==> config.mk <==
export PLATFORM = sky130hd
export DESIGN_NAME = mips_mc_ctrl_fsm_flat
export DESIGN_NICKNAME = d
export VERILOG_FILES = /design/src/rtl/mips_mc_ctrl_fsm_if.sv /design/src/rtl/mips_mc_ctrl_fsm.sv /design/src/flat_wrapper.sv
export SDC_FILE = /design/constraint.sdc
export NUM_CORES = 1
export LEC_CHECK = 0
export ABC_CLOCK_PERIOD_IN_PS = 1720
export BUFFER_PORTS_ARGS = -buffer_cell sky130_fd_sc_hd__buf_2
export CAP_MARGIN = 20
export CORE_MARGIN = 1
export CORE_UTILIZATION = 25
export CTS_BUF_LIST = sky130_fd_sc_hd__clkbuf_16
export DETAILED_ROUTE_END_ITERATION = 7
export SETUP_SLACK_MARGIN = 0.05
export SYNTH_ARGS = -nofsm -noshare
export SYNTH_HDL_FRONTEND = slang
export SYNTH_SLANG_ARGS = --single-unit
==> constraint.sdc <==
create_clock -name clk -period 1.72 [get_ports clk]
set_clock_uncertainty 0.15 [all_clocks]
set_input_delay 0.344 -clock clk [delete_from_list [all_inputs] [get_ports clk]]
set_output_delay 0.344 -clock clk [all_outputs]
set_load 0.01 [all_outputs]
==> src/rtl/mips_mc_ctrl_fsm_if.sv <==
// Control bundle between the multicycle MIPS main FSM and the datapath it steers.
// master = the FSM side, slave = the datapath side.
interface mips_mc_ctrl_fsm_if;
    logic [5:0] op;
    logic       zero;
    logic [3:0] state;
    logic       pcen;
    logic       irwrite;
    logic       regwrite;
    logic       memwrite;
    logic       iord;
    logic       memtoreg;
    logic       regdst;
    logic       alusrca;
    logic [1:0] alusrcb;
    logic [1:0] aluop;
    logic [1:0] pcsrc;
    logic       illegal_op;

    modport master (
        input  op, zero,
        output state, pcen, irwrite, regwrite, memwrite, iord, memtoreg,
               regdst, alusrca, alusrcb, aluop, pcsrc, illegal_op
    );

    modport slave (
        output op, zero,
        input  state, pcen, irwrite, regwrite, memwrite, iord, memtoreg,
               regdst, alusrca, alusrcb, aluop, pcsrc, illegal_op
    );
endinterface

==> src/rtl/mips_mc_ctrl_fsm.sv <==
// Main control FSM for the multicycle MIPS datapath: steps each instruction through
// fetch/decode/execute/memory/writeback and drives the datapath steering and enables.
module mips_mc_ctrl_fsm (
    input  logic               clk,
    input  logic               reset,
    mips_mc_ctrl_fsm_if.master ctrl
);
    localparam logic [5:0] OP_RTYPE = 6'b000000;
    localparam logic [5:0] OP_J     = 6'b000010;
    localparam logic [5:0] OP_BEQ   = 6'b000100;
    localparam logic [5:0] OP_ADDI  = 6'b001000;
    localparam logic [5:0] OP_LW    = 6'b100011;
    localparam logic [5:0] OP_SW    = 6'b101011;

    typedef enum logic [3:0] {
        FETCH   = 4'd0,
        DECODE  = 4'd1,
        MEMADR  = 4'd2,
        MEMRD   = 4'd3,
        MEMWB   = 4'd4,
        MEMWR   = 4'd5,
        RTYPEEX = 4'd6,
        RTYPEWB = 4'd7,
        BEQEX   = 4'd8,
        ADDIEX  = 4'd9,
        ADDIWB  = 4'd10,
        JEX     = 4'd11
    } state_e;

    state_e state_q;
    state_e state_d;
    logic   pcwrite;
    logic   branch;
    logic   op_ok;

    always_ff @(posedge clk) begin
        if (reset) state_q <= FETCH;
        else       state_q <= state_d;
    end

    always_comb begin
        op_ok = ctrl.op inside {OP_RTYPE, OP_J, OP_BEQ, OP_ADDI, OP_LW, OP_SW};
    end

    always_comb begin
        state_d = FETCH;
        case (state_q)
            FETCH:   state_d = DECODE;
            DECODE: begin
                case (ctrl.op)
                    OP_LW, OP_SW: state_d = MEMADR;
                    OP_RTYPE:     state_d = RTYPEEX;
                    OP_BEQ:       state_d = BEQEX;
                    OP_ADDI:      state_d = ADDIEX;
                    OP_J:         state_d = JEX;
                    default:      state_d = FETCH;
                endcase
            end
            // IR is only written in FETCH, so op is still the decoded instruction here
            MEMADR:  state_d = (ctrl.op == OP_LW) ? MEMRD : MEMWR;
            MEMRD:   state_d = MEMWB;
            RTYPEEX: state_d = RTYPEWB;
            ADDIEX:  state_d = ADDIWB;
            default: state_d = FETCH;
        endcase
    end

    always_comb begin
        pcwrite       = 1'b0;
        branch        = 1'b0;
        ctrl.irwrite  = 1'b0;
        ctrl.regwrite = 1'b0;
        ctrl.memwrite = 1'b0;
        ctrl.iord     = 1'b0;
        ctrl.memtoreg = 1'b0;
        ctrl.regdst   = 1'b0;
        ctrl.alusrca  = 1'b0;
        ctrl.alusrcb  = '0;
        ctrl.aluop    = '0;
        ctrl.pcsrc    = '0;
        case (state_q)
            FETCH: begin
                ctrl.irwrite = 1'b1;
                pcwrite      = 1'b1;
                ctrl.alusrcb = 2'b01;
            end
            DECODE:  ctrl.alusrcb = 2'b11;
            MEMADR: begin
                ctrl.alusrca = 1'b1;
                ctrl.alusrcb = 2'b10;
            end
            MEMRD:   ctrl.iord = 1'b1;
            MEMWB: begin
                ctrl.regwrite = 1'b1;
                ctrl.memtoreg = 1'b1;
            end
            MEMWR: begin
                ctrl.iord     = 1'b1;
                ctrl.memwrite = 1'b1;
            end
            RTYPEEX: begin
                ctrl.alusrca = 1'b1;
                ctrl.aluop   = 2'b10;
            end
            RTYPEWB: begin
                ctrl.regwrite = 1'b1;
                ctrl.regdst   = 1'b1;
            end
            BEQEX: begin
                ctrl.alusrca = 1'b1;
                ctrl.aluop   = 2'b01;
                ctrl.pcsrc   = 2'b01;
                branch       = 1'b1;
            end
            ADDIEX: begin
                ctrl.alusrca = 1'b1;
                ctrl.alusrcb = 2'b10;
            end
            ADDIWB:  ctrl.regwrite = 1'b1;
            JEX: begin
                ctrl.pcsrc = 2'b10;
                pcwrite    = 1'b1;
            end
            default: ;
        endcase
    end

    assign ctrl.state      = state_q;
    assign ctrl.pcen       = pcwrite | (branch & ctrl.zero);
    assign ctrl.illegal_op = (state_q == DECODE) & ~op_ok;
endmodule
==> src/flat_wrapper.sv <==
// flat-port wrapper written by rule: the top's interface ports become plain ports
module mips_mc_ctrl_fsm_flat 
  (clk, reset, ctrl_op, ctrl_zero, ctrl_state, ctrl_pcen, ctrl_irwrite, ctrl_regwrite, ctrl_memwrite, ctrl_iord, ctrl_memtoreg, ctrl_regdst, ctrl_alusrca, ctrl_alusrcb, ctrl_aluop, ctrl_pcsrc, ctrl_illegal_op);
  mips_mc_ctrl_fsm_if ctrl_i ();
  input  logic clk;
  input  logic reset;
  input wire logic [$bits(ctrl_i.op)-1:0] ctrl_op;
  input wire logic [$bits(ctrl_i.zero)-1:0] ctrl_zero;
  output wire logic [$bits(ctrl_i.state)-1:0] ctrl_state;
  output wire logic [$bits(ctrl_i.pcen)-1:0] ctrl_pcen;
  output wire logic [$bits(ctrl_i.irwrite)-1:0] ctrl_irwrite;
  output wire logic [$bits(ctrl_i.regwrite)-1:0] ctrl_regwrite;
  output wire logic [$bits(ctrl_i.memwrite)-1:0] ctrl_memwrite;
  output wire logic [$bits(ctrl_i.iord)-1:0] ctrl_iord;
  output wire logic [$bits(ctrl_i.memtoreg)-1:0] ctrl_memtoreg;
  output wire logic [$bits(ctrl_i.regdst)-1:0] ctrl_regdst;
  output wire logic [$bits(ctrl_i.alusrca)-1:0] ctrl_alusrca;
  output wire logic [$bits(ctrl_i.alusrcb)-1:0] ctrl_alusrcb;
  output wire logic [$bits(ctrl_i.aluop)-1:0] ctrl_aluop;
  output wire logic [$bits(ctrl_i.pcsrc)-1:0] ctrl_pcsrc;
  output wire logic [$bits(ctrl_i.illegal_op)-1:0] ctrl_illegal_op;
  assign ctrl_i.op = ctrl_op;
  assign ctrl_i.zero = ctrl_zero;
  assign ctrl_state = ctrl_i.state;
  assign ctrl_pcen = ctrl_i.pcen;
  assign ctrl_irwrite = ctrl_i.irwrite;
  assign ctrl_regwrite = ctrl_i.regwrite;
  assign ctrl_memwrite = ctrl_i.memwrite;
  assign ctrl_iord = ctrl_i.iord;
  assign ctrl_memtoreg = ctrl_i.memtoreg;
  assign ctrl_regdst = ctrl_i.regdst;
  assign ctrl_alusrca = ctrl_i.alusrca;
  assign ctrl_alusrcb = ctrl_i.alusrcb;
  assign ctrl_aluop = ctrl_i.aluop;
  assign ctrl_pcsrc = ctrl_i.pcsrc;
  assign ctrl_illegal_op = ctrl_i.illegal_op;
  mips_mc_ctrl_fsm u_core (.clk(clk), .reset(reset), .ctrl(ctrl_i));
endmodule
-- Yosys cells after proc, flatten, opt, wreduce, memory -nomap -nowiden
Cells that the tools add are included.
- output and inout bits: 19
- register bits after elaboration: 4
- mux-type cells: 15
- bitwise gates (word level): 4
- eq/ne operators: 16
- reduce and logical (&&, ||, !) cells: 9
- operators with widths (kind ; count):
    4-bit one-hot mux with 6 select lines ; 1
    4-bit one-hot mux with 5 select lines ; 1
    4-bit by 3-bit == test with 1-bit output (second input constant) ; 4
    4-bit == test (second input constant) ; 4
    6-bit == test (second input constant) ; 2
    1-bit two-way mux ; 9
    4-bit by 2-bit == test with 1-bit output (second input constant) ; 2
    2-bit one-hot mux with 2 select lines ; 2
    2-bit OR reduction ; 4
    6-bit by 2-bit == test with 1-bit output (second input constant) ; 1
    6-bit by 3-bit == test with 1-bit output (second input constant) ; 1
    6-bit by 4-bit == test with 1-bit output (second input constant) ; 1
    6-bit zero test ; 1
    2-bit one-hot mux with 3 select lines ; 1
    6-bit nonzero test ; 1
    4-bit by 1-bit == test with 1-bit output (second input constant) ; 1
    4-bit zero test ; 1
    4-bit OR reduction ; 1
    3-bit two-way mux ; 1
    3-bit OR reduction ; 1
    1-bit AND ; 2
    1-bit inverter ; 1
    1-bit bitwise OR ; 1

-- Longest topological paths before layout
- depth in word-level cells: 4
- depth in mapped cells: 5
- depth with buffers taken out: 4

-- Worst setup path before layout
No wires, ideal clock.
- kind: reg2out
- start point: reg u_core.state_q[3] (netlist: u_core.ctrl.state[3])
- end point: out ctrl_pcsrc[0]
- cell stages (with the launch flop): 5
- path slack: -29 ps
- arrival: 1255 ps
- cell sequence: dfxtp_1 > clkbuf_1 > nand2_1 > nor3_1 > buf_4
- longest elaborated chain between the ends: 2
- ends and longest elaborated chain (what ; RTL line ; source):
    from (decl) ; mips_mc_ctrl_fsm.sv:30 ; state_e state_q;
    from (signal assigned) ; mips_mc_ctrl_fsm.sv:38 ; else state_q <= state_d;
    4-bit == test ; mips_mc_ctrl_fsm.sv:81 ; case (state_q)
    2-bit one-hot mux with 2 select lines * ; mips_mc_ctrl_fsm.sv:81 ;
    to (decl) ; flat_wrapper.sv:20 ; output wire logic [$bits(ctrl_i.pcsrc)-1:0] ctrl_pcsrc;
Every way passes the cells marked *; elsewhere a longest branch is shown, timed or not.

-- Worst setup path in the final report
- start point: in ctrl_op[3]
- end point: out ctrl_illegal_op
- longest elaborated chain between the ends: 4
- ends and longest elaborated chain (what ; RTL line ; source):
    from (decl) ; flat_wrapper.sv:7 ; input wire logic [$bits(ctrl_i.op)-1:0] ctrl_op;
    6-bit by 2-bit == test with 1-bit output, or another cell as far along ; mips_mc_ctrl_fsm.sv:42 ; op_ok = ctrl.op inside {OP_RTYPE, OP_J, OP_BEQ, OP_ADDI, OP_LW, OP_SW};
    6-bit nonzero test * ; mips_mc_ctrl_fsm.sv:42 ;
    1-bit inverter * ; mips_mc_ctrl_fsm.sv:130 ; assign ctrl.illegal_op = (state_q == DECODE) & ~op_ok;
    1-bit AND * ; mips_mc_ctrl_fsm.sv:130 ;
    to (decl) ; flat_wrapper.sv:21 ; output wire logic [$bits(ctrl_i.illegal_op)-1:0] ctrl_illegal_op;
Marks and branches as above.

==> flow_summary_export.csv <==
group,metric,value,unit
die,start_util,0.277,
drt,vias,649,
yosys,synth_top_family_by_area,"simple AND/OR/NAND/NOR gates",
sta,final_max_slew_viol_count,0,
final_layout,area_delta_synth_final,113,%
sta,period_share,1.09,
yosys,syn_nets,74,
yosys,ys_ff_latch,4,
pwr,power_leakage,0.438,nW
pwr,p_per_area,623,nW/µm²
hold_path,hold_path_end,"u_core.ctrl.state[0]",
setup_path,rrSetupSlack,0.23,ns
final_layout,drive_above_1_share,0.658,
drt,drt_iter0_drc,10,
place,dp_hpwl,1070,µm
die,io_pins,28,
yosys,syn-cell-area,432,µm²
global_route,grtUsageTotal,0.167,
sta,max_freq,533,MHz
clocking,path_clk_slew,0.03,ns
drt,wl_per_cell,12.4,µm
yosys,synth_mux_area_frac,0.0261,
sta,hold_viol,0,
hold_path,hold_start,"reset",
setup_path,crit_type,"in2out",
global_route,grt_max_degree,11,
hold_path,holdCritPathClass,"in2reg",
hold_path,whs_path_depth,2,
yosys,ys_types,31,
clocking,cts_root_buf,"clkbuf_16",
sta,worst_slew_pin_slew,0.324,ns
outcome,status,"complete, but fails checks",
yosys,synth-adder-area-share,0,
clocking,insertion_delay,0.22,ns
clocking,cts-buffers-inserted,3,
setup_path,slowest_stage,"or3_4",
setup_path,r2r-start,"u_core.ctrl.state[1]",
setup_path,cp_cell_sequence,"buf_6, or3_4, nor2_4, nor2b_1, o311a_1, buf_2",
sta,timing.setup.tns,-0.155,ns
sta,slew_headroom,0.784,
drt,wl,1570,µm
sta,setup_viol,1,
clocking,tritoncts,"yes",
setup_path,arrival,1.38,ns
sta,whs,0.174,ns
drt,ant_nets,0,
die,die_h,43.6,µm
die,row_count,14,
drt,drc,4,
yosys,synth-xor-area-share,0.0609,
die,core_area,1560,µm²
job,drv_cap,0,
drt,via_per_inst,5.11,
setup_path,max_stage_delay,0.39,ns
die,fp.dieW,43.6,µm
global_route,grt_first_pass_wirelength,2440,µm
setup_path,setup.worst_path.end_class,"output pin",
setup_path,required,1.23,ns
yosys,synthSimpleGateAreaFrac,0.374,
setup_path,timing.rr.end,"u_core.ctrl.state[0]",
place,portBuffers,27,
global_route,grt_pass1_vias,600,
die,dieArea,1900,µm²
outcome,violations,"design-rule violations, negative setup slack",
place,place.gp.congestion,0.866,
global_route,antenna_found_initial,0,
sta,rsz0062_at_grt,"yes",
sta,min_period,1.88,ns
yosys,syn_inst,65,
setup_path,start_kind,"input port",
setup_path,reg2reg_depth,5,
drt,drt_first_pass_iters,6,
final_layout,diodes,0,
clocking,htree_levels,1,
global_route,grt_overflow_total,0,
setup_path,crit_path_max_fanout,2,
yosys,syn_area_per_cell,6.64,µm²
yosys,synth_compound_gate_area_share,0.281,
yosys,synth-seq-area-share,0.186,
clocking,clockBufferDepth,2,
pwr,peakVddDrop,0.000949,V
sta,fin_ws,-0.155,ns
place,post-place-ws,-0.204,ns
yosys,ys.warnings.count,0,
clocking,clock_sinks,4,
final_layout,largest_reg_flops,4,
final_layout,fin_nets,122,
## metrics by stage
step,power (mW),utilization,area (µm²),cells
floorplan,0.145,-,444,65
global placement,0.196,0.441,687,118
detailed placement,0.197,0.441,687,118
CTS,0.562,0.529,825,123
global route,0.597,0.591,921,127
finish,0.574,0.591,921,127
## cell families (layout without fill, tap and decap cells)
group / Yosys count / after routing
AND/OR/NAND/NOR: 32 / 32
AO/OA/AOI/OAI: 18 / 18
buffers and inverters: 7 / 53
flip-flops: 4 / 4
XOR/XNOR: 3 / 3
multiplexers: 1 / 1
## Yosys cell counts
| library cell | instances | area (µm²) |
|---|---|---|
| a2111oi_0 | 1 | 8.76 |
| a2111oi_1 | 1 | 10.0 |
| a21boi_0 | 1 | 7.51 |
| a21o_1 | 1 | 7.51 |
| a21oi_1 | 4 | 20.0 |
| a21oi_2 | 1 | 8.76 |
| and3_1 | 2 | 12.5 |
| buf_1 | 1 | 3.75 |
| buf_2 | 1 | 5.00 |
| buf_4 | 1 | 7.51 |
| clkbuf_1 | 2 | 7.51 |
| dfxtp_1 | 4 | 80.1 |
| inv_1 | 2 | 7.51 |
| mux2_2 | 1 | 11.3 |
| nand2_1 | 4 | 15.0 |
| nand2b_1 | 3 | 18.8 |
| nand3_1 | 3 | 15.0 |
| nand3_2 | 1 | 10.0 |
| nor2_1 | 9 | 33.8 |
| nor2b_1 | 1 | 6.26 |
| nor3_1 | 6 | 30.0 |
| nor4_1 | 1 | 6.26 |
| o211ai_1 | 1 | 7.51 |
| o21ai_0 | 4 | 20.0 |
| o21bai_1 | 1 | 7.51 |
| o22ai_1 | 1 | 6.26 |
| o311a_1 | 1 | 10.0 |
| o31ai_1 | 1 | 7.51 |
| or3_1 | 1 | 6.26 |
| or4_1 | 1 | 7.51 |
| xor2_1 | 3 | 26.3 |
## layout make-up
| class | instances | area [µm²] |
|---|---|---|
| fillers | 134 | 638 |
| multi-input cells | 54 | 405 |
| repair buffers | 48 | 318 |
| flip-flops and latches | 4 | 92.6 |
| clock buffers | 3 | 75.1 |
| well taps | 16 | 20.0 |
| inverters | 2 | 10.0 |
## how the worst max path moves through the flow
stage          slack (ns)               to  startpoint  cells after the start
2_1_floorplan        0.02  ctrl_illegal_op  ctrl_op[0]                      4
4_1_cts             -0.17  ctrl_illegal_op  ctrl_op[0]                      6
3_5_place_dp        -0.20  ctrl_illegal_op  ctrl_op[0]                      6
6_report            -0.16  ctrl_illegal_op  ctrl_op[3]                      6
5_1_grt             -0.19  ctrl_illegal_op  ctrl_op[3]                      6
3_3_place_gp        -0.18  ctrl_illegal_op  ctrl_op[0]                      6
## metal layers
metal	global-route usage	up-vias	wire length, µm
li1	-	329	-
met1	0.218	299	704
met2	0.281	21	798
met3	0.0167	0	70
met4	0.0625	0	0
met5	0	-	0
## worst max-delay path, delay by kind of cell
kind	cells	cell delay (ns)
and+or+nand+nor	3	0.53
AOI/OAI and AO/OA	1	0.27
buffers and inverters	2	0.23
## placed cells by master, fill, tap and decap left out, types with 3 or more instances in the layout
cell type / n
buf_4: 16
xor2_1: 3
nand2b_4: 3
clkbuf_16: 3
nor3_1: 3
dfxtp_4: 3
nand3_1: 3
a21oi_1: 3
nor2_1: 8
buf_6: 6
nand2_1: 3
buf_2: 26
## repair_timing
| action | 4_1_cts | 5_1_grt |
|---|---|---|
| endpoints found under the setup margin | 12 | 11 |
| pin swaps | 2 | 4 |
| resized for setup | 16 | 17 |
| hold buffers | 0 | 0 |
| setup buffers | 2 | 3 |
| cloned | 0 | 1 |
## power breakdown
part | internal, mW | total (mW) | switching, mW
clock network | 0.297 | 0.357 | 0.0605
logic | 0.0618 | 0.119 | 0.0572
registers | 0.0926 | 0.0976 | 0.00498
(Power assumes the default switching activity.)
